==> src/rtl/arb_pkg.sv <==
// Shared types and default sizing for the round-robin arbiter.
package arb_pkg;

  typedef enum logic {IDLE, GRANT} arb_state_t;

  localparam int DEF_N        = 8;
  localparam int DEF_MAX_HOLD = 16;

endpackage

==> src/rtl/rr_priority_pick.sv <==
// Combinational masked priority pick: first set bit of (req & ~exclude) scanning from ptr upward with wrap.
// Zero latency; purely combinational, so there is no backpressure.
import arb_pkg::*;

module rr_priority_pick #(
  parameter int N     = DEF_N,
  parameter int IDX_W = $clog2(N)
) (
  input  logic [N-1:0]     req,
  input  logic [IDX_W-1:0] ptr,
  input  logic [N-1:0]     exclude,
  output logic [N-1:0]     pick_oh,
  output logic [IDX_W-1:0] pick_idx,
  output logic             pick_valid
);

  logic [N-1:0]     w_masked;
  logic [2*N-1:0]   w_dbl;
  logic [N-1:0]     w_rot;
  logic [IDX_W-1:0] w_off;
  logic [IDX_W:0]   w_sum;

  // Rotating a doubled copy right by ptr puts the scan start at bit 0.
  assign w_masked = req & ~exclude;
  assign w_dbl    = {w_masked, w_masked};
  assign w_rot    = w_dbl[N-1+:N] >> 0 == '0 ? '0 : N'(w_dbl >> ptr);

  always_comb begin
    pick_valid = 1'b0;
    w_off      = '0;
    for (int j = 0; j < N; j++) begin
      if (!pick_valid && w_rot[j]) begin
        pick_valid = 1'b1;
        w_off      = j[IDX_W-1:0];
      end
    end
  end

  always_comb begin
    w_sum = {1'b0, ptr} + {1'b0, w_off};
    if (w_sum >= (IDX_W+1)'(N)) begin
      w_sum = w_sum - (IDX_W+1)'(N);
    end
  end

  assign pick_idx = pick_valid ? w_sum[IDX_W-1:0] : '0;
  assign pick_oh  = pick_valid ? (N'(1) << pick_idx) : '0;

endmodule

==> src/rtl/rr_arbiter_ctrl.sv <==
// Round-robin arbiter with hold-while-requesting and a hold timeout that preempts the owner.
// gnt/gnt_idx are registered (one cycle after the request is seen); en=0 blocks new grants but never revokes one.
import arb_pkg::*;

module rr_arbiter_ctrl #(
  parameter int N        = DEF_N,
  parameter int IDX_W    = $clog2(N),
  parameter int MAX_HOLD = DEF_MAX_HOLD
) (
  input  logic             clk,
  input  logic             rst_n,
  input  logic             en,
  input  logic [N-1:0]     req,
  output logic [N-1:0]     gnt,
  output logic [IDX_W-1:0] gnt_idx,
  output logic             gnt_valid,
  output logic             preempt
);

  localparam int HOLD_W = $clog2(MAX_HOLD);
  localparam logic [HOLD_W-1:0] HOLD_LAST = HOLD_W'(MAX_HOLD - 1);

  arb_state_t        r_state;
  logic [N-1:0]      r_gnt;
  logic [IDX_W-1:0]  r_idx;
  logic [IDX_W-1:0]  r_ptr;
  logic [HOLD_W-1:0] r_hold;
  logic              r_preempt;

  logic [N-1:0]      w_exclude;
  logic [N-1:0]      w_pick_oh;
  logic [IDX_W-1:0]  w_pick_idx;
  logic              w_pick_valid;
  logic              w_load;
  logic              w_go_idle;
  logic              w_pre;
  logic [HOLD_W-1:0] w_hold_nxt;

  // The current owner never competes against itself when rotating away.
  assign w_exclude = (r_state == GRANT) ? r_gnt : '0;

  rr_priority_pick #(.N(N), .IDX_W(IDX_W)) u_pick (
    .req        (req),
    .ptr        (r_ptr),
    .exclude    (w_exclude),
    .pick_oh    (w_pick_oh),
    .pick_idx   (w_pick_idx),
    .pick_valid (w_pick_valid)
  );

  always_comb begin
    w_load     = 1'b0;
    w_go_idle  = 1'b0;
    w_pre      = 1'b0;
    w_hold_nxt = r_hold;
    case (r_state)
      IDLE: begin
        w_load = en && w_pick_valid;
      end
      GRANT: begin
        if (!req[r_idx]) begin
          if (en && w_pick_valid) w_load = 1'b1;
          else                    w_go_idle = 1'b1;
        end else if (r_hold == HOLD_LAST && w_pick_valid && en) begin
          w_load = 1'b1;
          w_pre  = 1'b1;
        end else if (r_hold != HOLD_LAST) begin
          w_hold_nxt = r_hold + 1'b1;
        end
      end
      default: w_go_idle = 1'b1;
    endcase
  end

  always_ff @(posedge clk or negedge rst_n) begin
    if (!rst_n) begin
      r_state   <= IDLE;
      r_gnt     <= '0;
      r_idx     <= '0;
      r_ptr     <= '0;
      r_hold    <= '0;
      r_preempt <= 1'b0;
    end else begin
      r_preempt <= w_pre;
      if (w_load) begin
        r_state <= GRANT;
        r_gnt   <= w_pick_oh;
        r_idx   <= w_pick_idx;
        r_ptr   <= (w_pick_idx == IDX_W'(N - 1)) ? '0 : w_pick_idx + 1'b1;
        r_hold  <= '0;
      end else if (w_go_idle) begin
        r_state <= IDLE;
        r_gnt   <= '0;
        r_idx   <= '0;
        r_hold  <= '0;
      end else begin
        r_hold  <= w_hold_nxt;
      end
    end
  end

  assign gnt       = r_gnt;
  assign gnt_idx   = r_idx;
  assign gnt_valid = |r_gnt;
  assign preempt   = r_preempt;

endmodule
==> config.mk <==
export PLATFORM = sky130hd
export DESIGN_NAME = rr_arbiter_ctrl
export DESIGN_NICKNAME = d
export VERILOG_FILES = /design/src/rtl/arb_pkg.sv /design/src/rtl/rr_priority_pick.sv /design/src/rtl/rr_arbiter_ctrl.sv
export SDC_FILE = /design/constraint.sdc
export NUM_CORES = 1
export LEC_CHECK = 0
export CAP_MARGIN = 0
export CORE_ASPECT_RATIO = 1.2
export CORE_MARGIN = 5
export CORE_UTILIZATION = 62
export CTS_BUF_LIST = sky130_fd_sc_hd__clkbuf_8
export CTS_CLUSTER_SIZE = 20
export DETAILED_ROUTE_END_ITERATION = 16
export PLACE_DENSITY = 0.87
export RECOVER_POWER = 100
export SLEW_MARGIN = 25
export SYNTH_ARGS = -nofsm -noshare
export SYNTH_HDL_FRONTEND = slang
export SYNTH_SLANG_ARGS = --single-unit
export TNS_END_PERCENT = 20
==> constraint.sdc <==
create_clock -name clk -period 8.3 [get_ports clk]
set_input_delay 2.075 -clock clk [delete_from_list [all_inputs] [get_ports clk]]
set_output_delay 2.075 -clock clk [all_outputs]
set_load 0.01 [all_outputs]
==> results of run 1 <==
through the flow:
stage | std cells | area [µm²] | util, % | worst slack [ns]
6_report | 236 | 2050 | 73.0 | 2.49
5_1_grt | 236 | 2050 | 73.0 | 2.22
4_1_cts | 236 | 2070 | 73.7 | 2.68
3_5_place_dp | 233 | 2030 | 72.2 | 2.41
3_3_place_gp | 233 | 2030 | 72.2 | 2.59
2_1_floorplan | 185 | 1810 | - | 3.35
cells in the final DEF, fill, tap and decap left out, drive strengths merged, types with 3 or more instances in the layout:
cell	synthesis	routed
dfrtp	20	20
nor2	17	17
dlygate4sd3	0	16
nand2	14	14
inv	14	14
mux2	9	9
a21oi	8	8
nor4	7	7
nand3	7	7
clkdlybuf4s50	0	7
a221oi	7	7
o22ai	6	6
a32o	6	6
ha	6	6
nor3	5	5
mux4	5	5
o21ai	5	5
a221o	4	4
a22o	4	4
nand2b	3	3
clkbuf	4	3
sequential cells by signal, summed over array words and instances (netlist names):
name / flops
gnt: 8
gnt_idx: 3
preempt: 1
r_hold: 4
r_ptr: 3
r_state: 1
cells by family (layout without fill, tap and decap cells):
kind of cell | after synthesis | count (layout) | share of synthesized area [%]
buffers and inverters | 24 | 41 | 6.02
flip-flops | 20 | 20 | 27.7
multiplexers | 16 | 16 | 14.2
XOR/XNOR | 4 | 4 | 2.36
AO/OA/AOI/OAI | 58 | 58 | 29.9
AND/OR/NAND/NOR | 56 | 56 | 14.5
adder cells (fa/ha/maj) | 7 | 7 | 5.26
worst register-to-register path: stages, from the launching register on:
cell	delay (ns)
dfrtp_1	0.32
buf_4	0.36
mux2_4	0.36
a221oi_1	0.55
nor4_1	0.11
mux4_2	0.53
nand2_1	0.09
o22ai_1	0.07
ha_1	0.21
fa_1	0.38
xnor2_1	0.18
xnor2_1	0.45
nand2_1	0.11
ha_1	0.29
a21oi_1	0.06
where the power goes:
group | switching [mW] | internal [mW]
Clock | 0.0310 | 0.0324
Sequential | 0.0666 | 0.128
Combinational | 0.349 | 0.274
cell type report:
type	count	area, µm²
clock buffers	3	41.3
inverters	14	52.6
multi-input cells	141	1180
well taps	34	42.5
fillers	209	758
repair buffers	24	238
flip-flops and latches	20	500
path summary, 6_finish.rpt:
path,from,to,slack (ns)
hold reg to reg,r_hold[0],r_hold[0],0.57
hold / removal,r_hold[0],r_hold[0],0.57
min in group asynchronous,rst_n,r_state,2.38
max in group asynchronous,rst_n,gnt_idx[0],5.38
setup / recovery,req[7],r_ptr[2],2.49
setup reg to reg,r_ptr[0],r_ptr[2],4.05
routing by layer:
layer | GRT usage [%] | part of all wire (%) | vias up | wire length (µm)
li1 | - | - | 767 | -
met3 | 4.10 | 7.2 | 17 | 352
met5 | 0 | 0 | - | 0
met1 | 28.0 | 35 | 782 | 1710
met4 | 13.9 | 3.9 | 0 | 189
met2 | 43.3 | 54 | 85 | 2650
==> metrics, run 1 <==
CTS sink count 20; total power 0.880 mW; status complete, but fails checks; Die Y 69.1 µm; final estimated routing congestion in global placement 1.01; min Tclk post-route 5.81 ns; Max clock buf depth 2; Die X 59.3 µm; crit-path max FO 5; htree depth 1; register area share after synthesis 27.7%; Initial Utilization 64.3%; die area 4100 µm²; synth unique cells 47; Leakage 0.890 nW; first-pass GRT wire length 7800 µm; PwrDens 429 nW/µm²; gr ovfl total 0; Seq cells post-synth 20; DR pass1 iterations 4; DR vias/cell 7.00; P&R area growth vs syn 13.6%; drt wl/cell 20.8 µm; WP buf/inv 2; layout cells sized above 1 10.9%; syn_nets 203; RSZ-0062 raised after global routing false; syn_area_per_cell 9.77 µm²; worst hold path class reg2reg; Slew Limit Fails 16; Synth Flop Type dfrtp_1; Worst VDD drop 333 µV; worst slew pin tran 1.54 ns; failing checks max-capacitance violations, max-slew violations; CTS root buf clkbuf_8; Syn Std Cell Area 1810 µm²; hold buffers post-CTS 0; Yosys Warn Count 0; I/O pin count 24; Post-synth ARST share 100%; final setup violation count 0; via count 1651; critical path data required time 8.39 ns; clock latency at the later pin of the worst-skew pair 0.26 ns; Port Buffers 23; synthesized instance count 185; crit path kind in2reg; vias in the first global route 1620; setup_tns 0 ns; Post-synth top cells 20 x dfrtp_1, 17 x nor2_1, 14 x inv_1, 14 x nand2_1, 8 x a21oi_1; DRT iter0 DRCs 121; Final #Nets 222; post_cts resized 0; dpl hpwl 3740 µm; WP depth 14; Max Cap Viol 1; R2R depth 14; Final Hold Vio Count 0; hold slack 0.572 ns; hold depth 1; Fin Clk Skew 0.00380 ns; n_diodes 0; TritonCTS Buffers 3; Synth area leader dfrtp_1; top-count cell post-synth dfrtp_1; CP Data Arrival Time 5.90 ns; critical-path cell list dlygate4sd3_1 > inv_1 > a221oi_1 > nor4_1 > mux4_2 > nand2_1 > o22ai_1 > ha_1 > fa_1 > xnor2_1 > xnor2_1 > nand2_1 > ha_1 > a21oi_1; CP Launch Type input pin; area share of the largest cell type after synthesis 27.7%; Crit path largest cell delay 0.64 ns; Worst slew margin -3.29%; Core Rows 21; Placeable Area 2810 µm²; Tot GR Track Use 25.1%; routed wire length 4900 µm; fin crit share 70.1%; Post-CTS Setup Inserts 0; DR DRC count 0; EDFF count, synth 0; synth top area cells dfrtp_1 28%, mux4_2 5.0%, a221oi_4 4.4%, ha_1 4.2%, mux2_4 4.2%; final antenna-violating net count 0; slowest CP cell dlygate4sd3_1; crit end category register; CTS tree yes; fmax 172 MHz; initial antenna violation count 0; clock slew at reported path FFs 0.07 ns; largest net degree at the start of global routing 30; delay-heaviest family, CP adder cells
(Power assumes the default switching activity.)
==> run 2, diff against run 1 <==
Settings changed: CORE_UTILIZATION 62 to 52, PLACE_DENSITY 0.87 to 0.78.
Clock period 8.3 ns to 5.3 ns, I/O delays scaled along.
==> run 2 against run 1 <==
The flow now finishes without violations. Die area increased by 16%. Clock power increased by 49%. Power increased by 56%. Largest power group unchanged. Combinational power increased by 50%. First-iteration DRC count increased by 80%. Critical endpoint is now gnt[3]. Cell count increased by 2.1%. Sequential share of layout area decreased by 0.31 points. Register-to-register slack got worse by 3.0 ns. Non-clock buffer count increased by 2. Via count increased by 0.67%.
==> metrics, run 2 (synthesis results as in run 1) <==
register area 502 µm²; critical-path cell list dlygate4sd3_1 > inv_1 > a221oi_4 > nor4_1 > mux4_2 > nand2_1 > o22ai_1 > ha_1 > fa_1 > xnor2_1 > xnor2_1 > nand2_1 > ha_1 > a22o_1; DR vias/cell 6.90; critical path data required time 5.44 ns; I/O pin count 24; commonest non-fill, non-tap cell in the layout dfrtp_1; Fin Clk Skew 0.000817 ns; Post-CTS Setup Inserts 0; clock slew at reported path FFs 0.06 ns; RSZ-0062 raised after global routing false; Port Buffers 23; initial antenna violation count 0; largest net degree at the start of global routing 24; FILL cells 307; Final Hold Vio Count 0; launch point of the worst path req[4]; hold path startpoint r_hold[0]; Worst slew margin 36.1%; hold slack 0.557 ns; final antenna-violating net count 0; min Tclk post-route 4.92 ns; TritonCTS Buffers 3; CP Launch Type input pin; CTS root buf clkbuf_8; layout cells sized above 1 13.2%; routed wire length 4820 µm; drt wl/cell 20.0 µm; slowest CP cell dlygate4sd3_1; fmax 203 MHz; crit-path max FO 6; via count 1662; setup_tns 0 ns; CTS tree yes; fin crit share 92.8%; vias in the first global route 1719; die area 4760 µm²; Core Rows 23; Max clock buf depth 2; Initial Utilization 54.1%; Placeable Area 3340 µm²; htree depth 1; DR pass1 iterations 4; Slew Limit Fails 0; worst slew pin tran 0.958 ns; reg2reg start r_ptr[0]; Leakage 0.901 nW; final estimated routing congestion in global placement 0.912; hold buffers post-CTS 0; first-pass GRT wire length 8140 µm; CTS sink count 20; worst hold path class reg2reg; Tot GR Track Use 21.4%; dpl ws 0.179 ns; dpl hpwl 3780 µm; Max Cap Viol 0; commonest cells after routing, fill and taps aside 19 x dfrtp_1, 17 x nor2_1, 15 x dlygate4sd3_1; crit end category register; final setup violation count 0; max reg flops 8; clock latency at the later pin of the worst-skew pair 0.25 ns; PwrDens 657 nW/µm²; P&R area growth vs syn 15.4%; status finished clean; R2R Setup Slk 1.08 ns; n_diodes 0; area of the multi-input gates 1190 µm²; post_cts resized 0; Final #Nets 224; CP Data Arrival Time 5.06 ns; DR DRC count 0; Die Y 74.6 µm; gr ovfl total 0; crit path kind in2reg; Worst VDD drop 457 µV; Crit path largest cell delay 0.64 ns; Die X 63.8 µm; DRT iter0 DRCs 218; worst setup margin 0.381 ns
==> run 2: changes by cell type in the layout (fill, tap and decap cells not counted) <==
cell             change
a211oi_1             -1
a211oi_2             +1
a221oi_1             -1
a221oi_2             +1
buf_4                +2
clkdlybuf4s50_1      +1
dfrtp_1              -1
dfrtp_2              +1
dlygate4sd3_1        -1
==> run 2: cell type report <==
class | instances | share of cell area, %
well taps | 37 | 2.22
repair buffers | 26 | 12.1
clock buffers | 3 | 1.98
inverters | 14 | 2.52
multi-input cells | 141 | 57.1
flip-flops and latches | 20 | 24.1
==> run 2: final timing paths <==
kind,end,depth (start not counted)
worst max-delay path,gnt[3],14
worst min-delay path,r_hold[0],1
worst max register to register,gnt[3],13
worst min register to register,r_hold[0],1
max in group asynchronous,r_ptr[0],1
min in group asynchronous,r_hold[2],1
==> run 2: routing by layer <==
layer | vias up | global-route usage [%] | wire length (µm)
met1 | 820 | 25.1 | 1800
li1 | 764 | - | -
met4 | 0 | 7.62 | 58
met2 | 69 | 40.1 | 2730
met5 | - | 0 | 0
met3 | 9 | 2.11 | 235
==> run 2: report_power, final <==
| group | internal (mW) | total [mW] | switching (mW) |
|---|---|---|---|
| logic | 0.436 | 0.936 | 0.500 |
| registers | 0.200 | 0.339 | 0.138 |
| clock network | 0.0505 | 0.0945 | 0.0440 |
| total | 0.687 | 1.37 | 0.682 |
==> run 2: worst max-delay path: cells and delay by family <==
| family | cells | cell delay, ns |
|---|---|---|
| mux | 1 | 0.54 |
| buf+inv | 2 | 0.78 |
| fa+ha+maj | 3 | 0.82 |
| xor+xnor | 2 | 0.62 |
| compound gates | 3 | 0.67 |
| simple gates | 3 | 0.29 |
==> run 2: through the flow <==
| step | instance area (µm²) | total power, mW | utilization, % | cells |
|---|---|---|---|---|
| floorplan | 1810 | 1.04 | - | 185 |
| global placement | 2050 | 1.25 | 61.4 | 238 |
| detailed placement | 2050 | 1.29 | 61.4 | 238 |
| CTS | 2090 | 1.39 | 62.6 | 241 |
| global route | 2080 | 1.49 | 62.4 | 241 |
| finish | 2080 | 1.37 | 62.4 | 241 |
==> run 3, diff against run 2 <==
Settings changed: MAX_ROUTING_LAYER from default to met4.
==> run 3 against run 2 <==
Die area unchanged. Clock-buffer cell count grew 1. Clock skew about the same. Fmax is 0.12% lower. Critical path depth unchanged. Hold slack worse by 0.0096 ns. Via count grew 0.42%. Power grew 2.1%. Clock power increased by 22%. Wire length grew 1.1%. Cell count grew 0.41%. Worst setup slack worse by 0.0060 ns. Largest cell class unchanged.
==> metrics, run 3 (synthesis results as in run 1) <==
crit end category register; via count 1669; fin util 62.9%; hold path startpoint r_hold[0]; R2R Setup Slk 1.07 ns; post-route cell area 2100 µm²; Die X 63.8 µm; drt wl/cell 20.1 µm; CTS sink count 20; reg2reg start r_ptr[0]; Worst slew margin 36.4%; Placeable Area 3340 µm²; fin crit share 92.9%; Combinational Power Share 67.4%; worst setup margin 0.375 ns; RSZ-0062 raised after global routing false; routed wire length 4870 µm; worst hold path class reg2reg; layout cells sized above 1 13.7%; DP Area 2050 µm²; I/O pin count 24; Core Rows 23; Max Cap Viol 0; final estimated routing congestion in global placement 0.922; crit-path max FO 8; DR vias/cell 6.90; CTS root buf clkbuf_8; Worst VDD drop 492 µV; DRT iter0 DRCs 146; max reg flops 8; Clock power frac 8.2%; gr ovfl total 0; Final Hold Vio Count 0; htree depth 1; initial antenna violation count 0; Tot GR Track Use 21.6%; CP Launch Type input pin; Max clock buf depth 2; first-pass GRT wire length 7810 µm; n_diodes 0; Die Y 74.6 µm; final setup violation count 0; hold buffers post-CTS 0; post_cts resized 0; P&R area growth vs syn 16.1%; Initial Utilization 54.1%; dpl ws 0.199 ns; Sw Ratio 49.7%; worst slew pin tran 0.954 ns; clock latency at the later pin of the worst-skew pair 0.26 ns; DR DRC count 0; crit path kind in2reg; Internal Power 0.703 mW; net switching power 0.695 mW; dpl hpwl 3740 µm; launch point of the worst path req[6]; critical path data required time 5.45 ns; Post-CTS Setup Inserts 0; Fin Clk Skew 0.00118 ns; Final #Nets 224; sequential share of power 24.4%; PwrDens 666 nW/µm²; largest net degree at the start of global routing 24; fmax 203 MHz; Slew Limit Fails 0; commonest cells after routing, fill and taps aside 19 x dfrtp_1, 17 x nor2_1, 16 x dlygate4sd3_1; commonest non-fill, non-tap cell in the layout dfrtp_1; DR pass1 iterations 5; vias in the first global route 1636; Port Buffers 23; TritonCTS Buffers 3; min Tclk post-route 4.92 ns; clock slew at reported path FFs 0.07 ns; status finished clean; Leakage 0.909 nW; die area 4760 µm²; CTS tree yes; final antenna-violating net count 0; CP Data Arrival Time 5.07 ns; setup_tns 0 ns
[run 3: area by class of cell]
class	instances	area [µm²]
Clock buffer	4	55.1
Multi-Input combinational cell	141	1190
Timing Repair Buffer	26	253
Fill cell	294	1240
Inverter	14	52.6
Sequential cell	20	502
Tap cell	37	46.3
[run 3: worst paths after layout]
check,end,cells past startpoint
worst max-delay path,gnt[3],14
worst min-delay path,r_hold[0],1
worst max register to register,gnt[3],13
worst min register to register,r_hold[0],1
max in group asynchronous,r_ptr[0],1
min in group asynchronous,preempt,1
[run 3: per-stage QoR]
step	power, mW	instances	hold WS [ns]
floorplan	1.04	185	0.501
global placement	1.25	238	0.534
detailed placement	1.29	238	0.536
CTS	1.42	242	0.549
global route	1.51	242	0.595
finish	1.40	242	0.547
[run 3: layer usage]
layer	share of wire (%)	vias to the layer above	GRT usage, %	wire [µm]
li1	-	766	-	-
met1	40	819	23.7	1950
met4	2.0	0	8.55	99
met3	5.3	13	3.78	258
met2	53	71	38.7	2570
met5	0	-	-	0
[run 3: power by group through the flow]
stage / sequential (mW) / clock (mW) / combinational (mW)
5_1_grt: 0.350 / 0.126 / 1.03
3_3_place_gp: 0.335 / 0 / 0.913
2_1_floorplan: 0.255 / 0 / 0.787
6_report: 0.341 / 0.115 / 0.943
3_5_place_dp: 0.340 / 0 / 0.953
4_1_cts: 0.337 / 0.117 / 0.962
[run 3: critical path: stages]
cell           delay (ns)
dlygate4sd3_1        0.62
inv_1                0.11
a221oi_4             0.47
nor4_1               0.12
mux4_2               0.54
nand2_1              0.09
o22ai_1              0.07
ha_1                 0.20
fa_1                 0.38
xnor2_1              0.18
xnor2_1              0.44
nand2_1              0.12
ha_1                 0.22
a22o_1               0.20
